==> src/rtl/lb_pkg.sv <==
// Shared types and defaults for the load balancer / region dispatcher pair.
// Both blocks derive the load counter width from the same helper.
package lb_pkg;

    localparam int DEF_N_REGIONS         = 4;
    localparam int DEF_HTTP_META_WIDTH   = 98;
    localparam int DEF_OPERATOR_ID_WIDTH = 16;
    localparam int DEF_QDEPTH            = 16;

    function automatic int load_bits(input int qdepth);
        return $clog2(qdepth);
    endfunction

    localparam int DEF_LOAD_BITS = load_bits(DEF_QDEPTH);

    // All-ones operator id marks a region that has never been configured.
    localparam logic [DEF_OPERATOR_ID_WIDTH-1:0] OID_NONE = '1;

    typedef enum logic [2:0] {
        IDLE,
        CHECK,
        DRAIN,
        PR_WAIT,
        DISPATCH
    } disp_state_t;

    typedef struct packed {
        logic [DEF_OPERATOR_ID_WIDTH-1:0] oid;
        logic [DEF_LOAD_BITS-1:0]         load;
    } region_stat_t;

endpackage

==> src/rtl/region_credit_counter.sv <==
// Outstanding-request counter for one region: saturates at QDEPTH-1, never
// drops below zero, and flags a completion that arrives with nothing in flight.
module region_credit_counter
    import lb_pkg::*;
#(
    parameter int QDEPTH    = DEF_QDEPTH,
    parameter int LOAD_BITS = load_bits(QDEPTH)
) (
    input  logic                 i_clk,
    input  logic                 i_rst_n,
    input  logic                 i_inc,
    input  logic                 i_dec,
    output logic [LOAD_BITS-1:0] o_load,
    output logic                 o_full,
    output logic                 o_underflow
);

    localparam logic [LOAD_BITS-1:0] MAX_LOAD = LOAD_BITS'(QDEPTH - 1);

    logic [LOAD_BITS-1:0] r_load;

    // A simultaneous inc and dec falls through both branches: net unchanged.
    always_ff @(posedge i_clk or negedge i_rst_n) begin
        if (!i_rst_n) begin
            r_load <= '0;
        end else if (i_inc && !i_dec && (r_load != MAX_LOAD)) begin
            r_load <= r_load + 1'b1;
        end else if (i_dec && !i_inc && (r_load != '0)) begin
            r_load <= r_load - 1'b1;
        end
    end

    assign o_load      = r_load;
    assign o_full      = (r_load == MAX_LOAD);
    assign o_underflow = i_dec & ~i_inc & (r_load == '0);

endmodule

==> src/rtl/region_dispatcher.sv <==
// Routes each balanced request to its region, reconfiguring the region first
// when it runs a different operator, and publishes per-region {oid, load}.
module region_dispatcher
    import lb_pkg::*;
#(
    parameter  int N_REGIONS         = DEF_N_REGIONS,
    parameter  int HTTP_META_WIDTH   = DEF_HTTP_META_WIDTH,
    parameter  int OPERATOR_ID_WIDTH = DEF_OPERATOR_ID_WIDTH,
    parameter  int QDEPTH            = DEF_QDEPTH,
    localparam int LOAD_BITS         = load_bits(QDEPTH),
    localparam int SEL_W             = $clog2(N_REGIONS),
    localparam int STAT_W            = OPERATOR_ID_WIDTH + LOAD_BITS
) (
    input  logic                          aclk,
    input  logic                          aresetn,
    input  logic                          req_tvalid,
    output logic                          req_tready,
    input  logic [HTTP_META_WIDTH-1:0]    req_tdata,
    input  logic [SEL_W-1:0]              lb_sel,
    output logic                          disp_tvalid,
    input  logic [N_REGIONS-1:0]          disp_tready,
    output logic [SEL_W-1:0]              disp_tdest,
    output logic [HTTP_META_WIDTH-1:0]    disp_tdata,
    input  logic [N_REGIONS-1:0]          done_valid,
    output logic                          pr_req,
    output logic [SEL_W-1:0]              pr_region,
    output logic [OPERATOR_ID_WIDTH-1:0]  pr_oid,
    input  logic                          pr_done,
    output logic [N_REGIONS*STAT_W-1:0]   region_stats_out,
    output logic                          err_underflow
);

    disp_state_t                  r_state;
    disp_state_t                  w_state_nxt;
    logic                         r_run;
    logic [HTTP_META_WIDTH-1:0]   r_req_q;
    logic [SEL_W-1:0]             r_sel_q;
    logic                         r_err_underflow;
    logic [OPERATOR_ID_WIDTH-1:0] r_region_oid [N_REGIONS];
    logic [N_REGIONS*STAT_W-1:0]  r_stats;

    logic [SEL_W-1:0]             w_sel_in;
    logic [OPERATOR_ID_WIDTH-1:0] w_oid_q;
    logic                         w_req_hs;
    logic                         w_disp_hs;
    logic                         w_oid_match;
    logic [LOAD_BITS-1:0]         w_load [N_REGIONS];
    logic [N_REGIONS-1:0]         w_full;
    logic [N_REGIONS-1:0]         w_underflow;
    logic [N_REGIONS-1:0]         w_inc;

    generate
        if ((1 << SEL_W) != N_REGIONS) begin : g_clamp
            assign w_sel_in = (lb_sel > SEL_W'(N_REGIONS - 1)) ? SEL_W'(N_REGIONS - 1) : lb_sel;
        end else begin : g_no_clamp
            assign w_sel_in = lb_sel;
        end
    endgenerate

    assign w_oid_q     = r_req_q[OPERATOR_ID_WIDTH-1:0];
    assign w_oid_match = (r_region_oid[r_sel_q] == w_oid_q);
    assign req_tready  = r_run & (r_state == IDLE);
    assign w_req_hs    = req_tvalid & req_tready;
    assign disp_tvalid = (r_state == DISPATCH);
    assign disp_tdest  = r_sel_q;
    assign disp_tdata  = r_req_q;
    assign w_disp_hs   = disp_tvalid & disp_tready[r_sel_q];
    assign pr_req      = (r_state == PR_WAIT);
    assign pr_region   = r_sel_q;
    assign pr_oid      = w_oid_q;

    generate
        for (genvar g = 0; g < N_REGIONS; g++) begin : g_region
            assign w_inc[g] = w_disp_hs && (r_sel_q == SEL_W'(g));

            region_credit_counter #(
                .QDEPTH    (QDEPTH),
                .LOAD_BITS (LOAD_BITS)
            ) u_credit (
                .i_clk       (aclk),
                .i_rst_n     (aresetn),
                .i_inc       (w_inc[g]),
                .i_dec       (done_valid[g]),
                .o_load      (w_load[g]),
                .o_full      (w_full[g]),
                .o_underflow (w_underflow[g])
            );
        end
    endgenerate

    // NOTE: next state defaults to the current state first, so no path through
    // the case leaves it unassigned and no latch is inferred.
    always_comb begin
        w_state_nxt = r_state;
        unique case (r_state)
            IDLE:     if (w_req_hs) w_state_nxt = CHECK;
            CHECK: begin
                if (!w_oid_match)          w_state_nxt = DRAIN;
                else if (!w_full[r_sel_q]) w_state_nxt = DISPATCH;
            end
            DRAIN:    if (w_load[r_sel_q] == '0) w_state_nxt = PR_WAIT;
            PR_WAIT:  if (pr_done) w_state_nxt = DISPATCH;
            DISPATCH: if (w_disp_hs) w_state_nxt = IDLE;
            default:  w_state_nxt = IDLE;
        endcase
    end

    always_ff @(posedge aclk or negedge aresetn) begin
        if (!aresetn) begin
            r_state         <= IDLE;
            r_run           <= 1'b0;
            r_req_q         <= '0;
            r_sel_q         <= '0;
            r_err_underflow <= 1'b0;
        end else begin
            r_state <= w_state_nxt;
            r_run   <= 1'b1;
            if (w_req_hs) begin
                r_req_q <= req_tdata;
                r_sel_q <= w_sel_in;
            end
            if (|w_underflow) r_err_underflow <= 1'b1;
        end
    end

    // NOTE: this small array is reset on purpose; every region must read as
    // unconfigured after reset, and an abandoned PR leaves no trace here.
    always_ff @(posedge aclk or negedge aresetn) begin
        if (!aresetn) begin
            for (int r = 0; r < N_REGIONS; r++) r_region_oid[r] <= '1;
        end else if ((r_state == PR_WAIT) && pr_done) begin
            r_region_oid[r_sel_q] <= w_oid_q;
        end
    end

    always_ff @(posedge aclk or negedge aresetn) begin
        if (!aresetn) begin
            for (int r = 0; r < N_REGIONS; r++)
                r_stats[r*STAT_W +: STAT_W] <= {{OPERATOR_ID_WIDTH{1'b1}}, {LOAD_BITS{1'b0}}};
        end else begin
            for (int r = 0; r < N_REGIONS; r++)
                r_stats[r*STAT_W +: STAT_W] <= {r_region_oid[r], w_load[r]};
        end
    end

    assign region_stats_out = r_stats;
    assign err_underflow    = r_err_underflow;

endmodule

==> config.mk <==
export PLATFORM = sky130hd
export DESIGN_NAME = region_dispatcher
export DESIGN_NICKNAME = d
export VERILOG_FILES = /design/src/rtl/lb_pkg.sv /design/src/rtl/region_credit_counter.sv /design/src/rtl/region_dispatcher.sv
export SDC_FILE = /design/constraint.sdc
export NUM_CORES = 1
export LEC_CHECK = 0
export CORE_MARGIN = 4
export CORE_UTILIZATION = 40
export CTS_BUF_LIST = sky130_fd_sc_hd__clkbuf_4
export CTS_CLUSTER_SIZE = 25
export DETAILED_ROUTE_END_ITERATION = 8
export PLACE_DENSITY = 0.7
export SYNTH_ARGS = -nofsm -noshare
export SYNTH_HDL_FRONTEND = slang
export SYNTH_SLANG_ARGS = --single-unit
==> constraint.sdc <==
create_clock -name aclk -period 3.25 [get_ports aclk]
set_input_delay 0.65 -clock aclk [delete_from_list [all_inputs] [get_ports aclk]]
set_output_delay 0.65 -clock aclk [all_outputs]
set_load 0.05 [all_outputs]
# --- Yosys cells after proc, flatten, opt, wreduce, memory -nomap -nowiden ---
# Index checks and enable logic that the tools add are counted.
op_classes:
  add_sub_neg: 8
  order_cmp: 3
  eq_ne: 21
  mux: 28
  n_bitwise: 16
  n_reduce_logical: 47
ops:
  columns: ["operator", "n"]
  rows:
  - ["bitwise mux 64 bit", 1]
  - ["two-way mux 16 bit", 3]
  - ["two-way mux 4 bit", 10]
  - ["binary-select mux 16 bit (select 2 bit)", 1]
  - ["demux 16 bit (select 2 bit)", 1]
  - ["logical AND 1 bit", 22]
  - ["zero test 4 bit", 5]
  - ["two-way mux 3 bit", 6]
  - ["adder 4 x 1 -> 4 bit, second input constant", 4]
  - ["equality test 16 bit", 1]
  - ["equality test 4 bit, second input constant", 4]
  - ["inequality test 4 bit, second input constant", 4]
  - ["nonzero test 4 bit", 4]
  - ["subtractor 4 x 1 -> 4 bit, second input constant", 4]
  - ["case mux 3 bit (5 select lines)", 1]
  - ["bitwise AND 1 bit", 11]
  - ["binary-select mux 4 bit (select 2 bit)", 1]
  - ["zero test 1 bit", 8]
  - ["nonzero test 2 bit", 4]
  - ["equality test 3 x 2 -> 1 bit, second input constant", 2]
  - ["AND reduction 5 bit", 1]
  - ["binary-select mux 1 bit (select 2 bit)", 2]
  - ["equality test 2 bit, second input constant", 2]
  - ["inequality test 2 x 1 -> 1 bit, second input constant", 2]
  - ["other kinds (14)", 19]
totals:
  register_bits: 265
  in_bits: 112
  output_inout_bits: 202
  word_cells: 137

# --- Longest topological paths before layout ---
logic_depth:
  ltp_word: 9
  ltp_mapped: 11
  ltp_nobuf: 9

# --- By module ---
# Synthesis repeated with hierarchy kept, for this count alone.
unflattened:
  hier_cells: 619
  hier_area_um2: 10510.1
by_module_without_submodules:
  columns: ["module", "n_inst", "cells_per_inst", "area_per_inst_um2", "seq_area_each_um2"]
  rows:
  - ["region_dispatcher", 1, 535, 9323.9, 6391.1]
  - ["region_credit_counter", 4, 21, 296.5, 100.1]

# --- Least setup slack after synthesis ---
# No wires, ideal clock.
synth_timing:
  path_type: "register to register"
  start: "register r_state[1]"
  end: "register g_region[1].u_credit.r_load[3]"
  setup_ns: 0.079
  t_arrival_ns: 2.978
  required_ns: 3.171
  slack_ns: 0.192
  stages_incl_launch_ff: 11
  n_path_buf: 1
  synth_period_minus_slack_ns: 3.058
  path_cell_list: "dfrtp_1 clkbuf_1 nor3b_4 nand2_2 or3_1 ha_1 a21o_1 a21oi_1 or4_1 a21oi_2 xor2_1"
synth_between:
  elab_chain_len: 7
  elab_cells_between_ends: 10
  classes_between: "eq/ne (1); mux (1); bitwise (1); reduce/logical (7)"
synth_lines:
  columns: ["item", "line_no", "rtl"]
  rows:
  - ["from (decl)", "region_dispatcher.sv:33", "disp_state_t r_state;"]
  - ["from (signal assigned)", "region_dispatcher.sv:116", "r_state <= w_state_nxt;"]
  - ["equality test 3 bit *", "region_dispatcher.sv:64", "assign disp_tvalid = (r_state == DISPATCH);"]
  - ["net disp_tvalid", "region_dispatcher.sv:20", "output logic disp_tvalid,"]
  - ["bitwise AND 1 bit *", "region_dispatcher.sv:67", "assign w_disp_hs = disp_tvalid & disp_tready[r_sel_q];"]
  - ["logical AND 1 bit *", "region_dispatcher.sv:74", "assign w_inc[g] = w_disp_hs && (r_sel_q == SEL_W'(g));"]
  - ["zero test 1 bit", "region_credit_counter.sv:28", "end else if (i_dec && !i_inc && (r_load != '0)) begin"]
  - ["logical AND 1 bit (2 in series)", "region_credit_counter.sv:28", null]
  - ["nonzero test 2 bit (no line)", null, null]
  - ["to (signal assigned)", "region_credit_counter.sv:27", "r_load <= r_load + 1'b1;"]
  - ["to (signal assigned)", "region_credit_counter.sv:29", "r_load <= r_load - 1'b1;"]
  - ["to (decl)", "region_credit_counter.sv:20", "logic [LOAD_BITS-1:0] r_load;"]
# The timed path passes the listed nets; every way through them passes the cells marked *.
# A chain may end at the register's enable or synchronous reset.

# --- Worst setup path after layout ---
layout_timing:
  start: "register r_state[1]"
  end: "output disp_tvalid"
layout_between:
  elab_chain_len: 1
layout_lines:
  columns: ["item", "line_no"]
  rows:
  - ["equality test 3 bit", "region_dispatcher.sv:64"]
  - ["to (decl)", "region_dispatcher.sv:20"]
# No other way between the ends.

==> metrics <==
Worst Setup Start Kind=register; first-pass GRT wire length=~42 mm; Top FF cell, synth=dfrtp_1; fraction of layout instances using a drive strength above 1=44.7%; met2 WL post-DR=approximately 13 mm; required time worst endpoint=about 2.6 ns; Synth top area share=between 30 and 40%; largest cells by area after synthesis=dfrtp_1 (33%), dfstp_2 (32%), mux2_2 (18%); Detail Placement HPWL=between 15 and 20 mm; pre-CTS setup slack=a little under 0.04 ns; initial antenna violation count=2; Slowest-stage cell, CP=clkdlybuf4s50_1; Synth area leader=dfrtp_1; sequential share of the synthesized area=roughly 65%; origin of the critical flop-to-flop path=disp_tdest[0]; largest net degree at the start of global routing=between 80 and 90; grt ovf=0; Hold Crit Depth=0; Die Area=just under 30000 sq um; WL met1=10.6 mm; CTS Root Buffer Type=clkbuf_4; crit path DAT=between 2 and 2.5 ns; gpl congestion=roughly 0.8; vias in the first global route=between 7000 and 8000; R2R Setup Slk=0.56 ns; number of CTS-inserted buffers=72; library cells used by synthesis=60; clock slew seen by the registers of the worst setup and hold paths=about 0.060 ns; Routed Antenna Nets=0; Initial Util=40.5%; number of enable flip-flop cells after synthesis=0; syn avg cell area=between 15 and 20 sq um; Setup Fix Bufs, Post-CTS=0; Post-Syn Instances=approximately 630; Setup-failing EPs final=0; 1st-iter DRT viols=between 200 and 250; TNS Setup=0 ns; Tmin final=around 3.1 ns; Placed Instances=roughly 1300; clock tree buffer depth=3; crit end category=output pin; worst min path class=reg2reg; Via-to-Cell Ratio=slightly below 5; async set-reset flop share out of synthesis=100%; CORE AREA=between 20000 and 30000 sq um; final worst slack=between 0.15 and 0.2 ns; RSZ-0062 raised after global routing=false; I/O pins=314; drt total wl=around 27 mm; P&R area growth vs syn=42.7%; # fillers=~2100; worst path cell trace=nor3b_4 -> buf_4 -> clkdlybuf4s50_1; fmax=324 MHz; CP delay by family, top=buffers and inverters; # H-tree levels=3; most frequent cell after synthesis=mux2_2; syn_nets=around 760; Die Y=170 um; Hold WS=0.357 ns; layout net count=1126; Yosys reg bits=about 270; Slew Limit Fails=0; Total Routing Usage GR=between 10% and 20%; R2R Path End=g_region[2].u_credit.o_load[3]; CP max stage delay=about 0.81 ns; met3 wire len=2.98 mm; non-filler cells, final=between 1000 and 1500; yosys warns=0; IO Port Bufs=313; critical path class=reg2out; Tightest Pin Transition=around 0.64 ns; Synth top cells by count=mux2_2 (169), dfrtp_1 (137), dfstp_2 (128); Rel. slew slack=a little under three fifths; TritonCTS clock tree=built; max-cap violations=0; DR top layer=met4; crit path buf inv count=2; status=finished clean; Die X=around 170 um; drt drc=0; FF-to-FF path depth=10; hold endpoint=region_stats_out[76]; crit-path max FO=9; Hold Vio Cnt, Final=0; std cell rows=~60; clk_skew=~0.024 ns; First-pass DRT Iterations=4; clk_lat worst skew=approximately 0.63 ns; crit share post-route=roughly 95%; post-DR wirelength/cell=19.5 um; hold path start=r_region_oid[12]; synthesized cell area=approximately 11000 sq um; TritonCTS Sinks=approximately 270; via count=approximately 6800
==> worst reg2reg max path, delay by kind of cell, from the launching register on <==
family	cells	cell delay, ns
AOI/OAI and AO/OA	2	0.35
xor gates and xnor gates	1	0.14
adders and majority gates	1	0.30
buffers and inverters	2	0.30
DFF	1	0.51
muxes	2	0.69
and+or+nand+nor	2	0.32
==> cell families (layout without fill, tap and decap cells) <==
| logic type | count (synthesis) | count (layout) | share of synthesized area (%) |
|---|---|---|---|
| xor gates and xnor gates | 28 | 28 | 2.41 |
| buffers and inverters | 46 | 469 | 2.70 |
| other | 1 | 3 | 0.0357 |
| and+or+nand+nor | 58 | 58 | 3.59 |
| AOI/OAI and AO/OA | 31 | 31 | 2.42 |
| DFF | 265 | 265 | 64.7 |
| adders and majority gates | 12 | 12 | 1.72 |
| muxes | 191 | 191 | 22.5 |
==> how the worst max path moves through the flow <==
stage	from	end	slack [ns]	cells past startpoint
finish	r_state[1]	disp_tvalid	0.16	3
global placement	disp_tready[2]	g_region[1].u_credit.o_load[3]	0.09	10
detailed placement	disp_tready[3]	g_region[1].u_credit.o_load[3]	0.04	10
CTS	r_state[2]	pr_req	0.01	4
global route	r_state[1]	disp_tvalid	0.04	3
floorplan	r_state[1]	g_region[1].u_credit.o_load[3]	0.19	10
==> repair_timing <==
action                     4_1_cts  5_1_grt
gates resized for setup          1        1
setup endpoints to repair        1        1
hold buffers                     1        0
hold endpoints to repair        39        0
==> area by class of cell <==
class | count | area [sq um] | share of cell area (%)
inverter | 7 | 26.3 | 0.175
timing repair buffer | 335 | 3370 | 22.5
multi-input combinational | 321 | 3440 | 23.0
clock buffer | 111 | 833 | 5.56
clock inverter | 16 | 98.8 | 0.659
antenna | 2 | 5.00 | 0.0334
sequential | 265 | 6790 | 45.3
tap | 335 | 419 | 2.80
==> stage by stage <==
stage | utilization (%) | cell area, sq um
after floorplan | - | 10500
after global placement | 54.2 | 14000
after detailed placement | 54.2 | 14000
after CTS | 57.8 | 15000
after global routing | 57.8 | 15000
final | 57.8 | 15000
==> registers in the layout, summed over array words and instances, names as in the netlist <==
signal                    count
disp_tdata                   98
disp_tdest                    2
err_underflow                 1
g_region.u_credit.o_load     16
r_region_oid                 64
r_run                         1
r_state                       3
region_stats_out             80
==> routing by layer <==
layer / vias to the layer above / track usage (%)
met3: 40 / 7.83
met5: - / 0
li1: 3043 / -
met4: 0 / 6.22
met1: 3447 / 22.3
met2: 287 / 30.3
==> layout by cell type (no fill, tap or decap), types with 3 or more instances in the layout <==
cell type	count
a21o_1	5
a21oi_1	7
buf_12	5
buf_4	16
clkbuf_4	111
clkdlybuf4s50_1	310
clkinv_1	7
clkinv_2	4
dfrtp_1	136
dfstp_2	128
fa_1	4
ha_1	8
inv_1	7
mux2_2	169
mux2i_1	3
mux4_1	4
mux4_2	13
nand2_1	7
nand2b_1	3
nand3_1	3
nand4_1	8
nor2_1	5
nor2_2	4
nor3_1	4
or4_1	5
xnor2_1	22
xor2_1	5
Power is not shown: default switching activity piles up to over one toggle a cycle in this logic, so the estimate is an artifact.
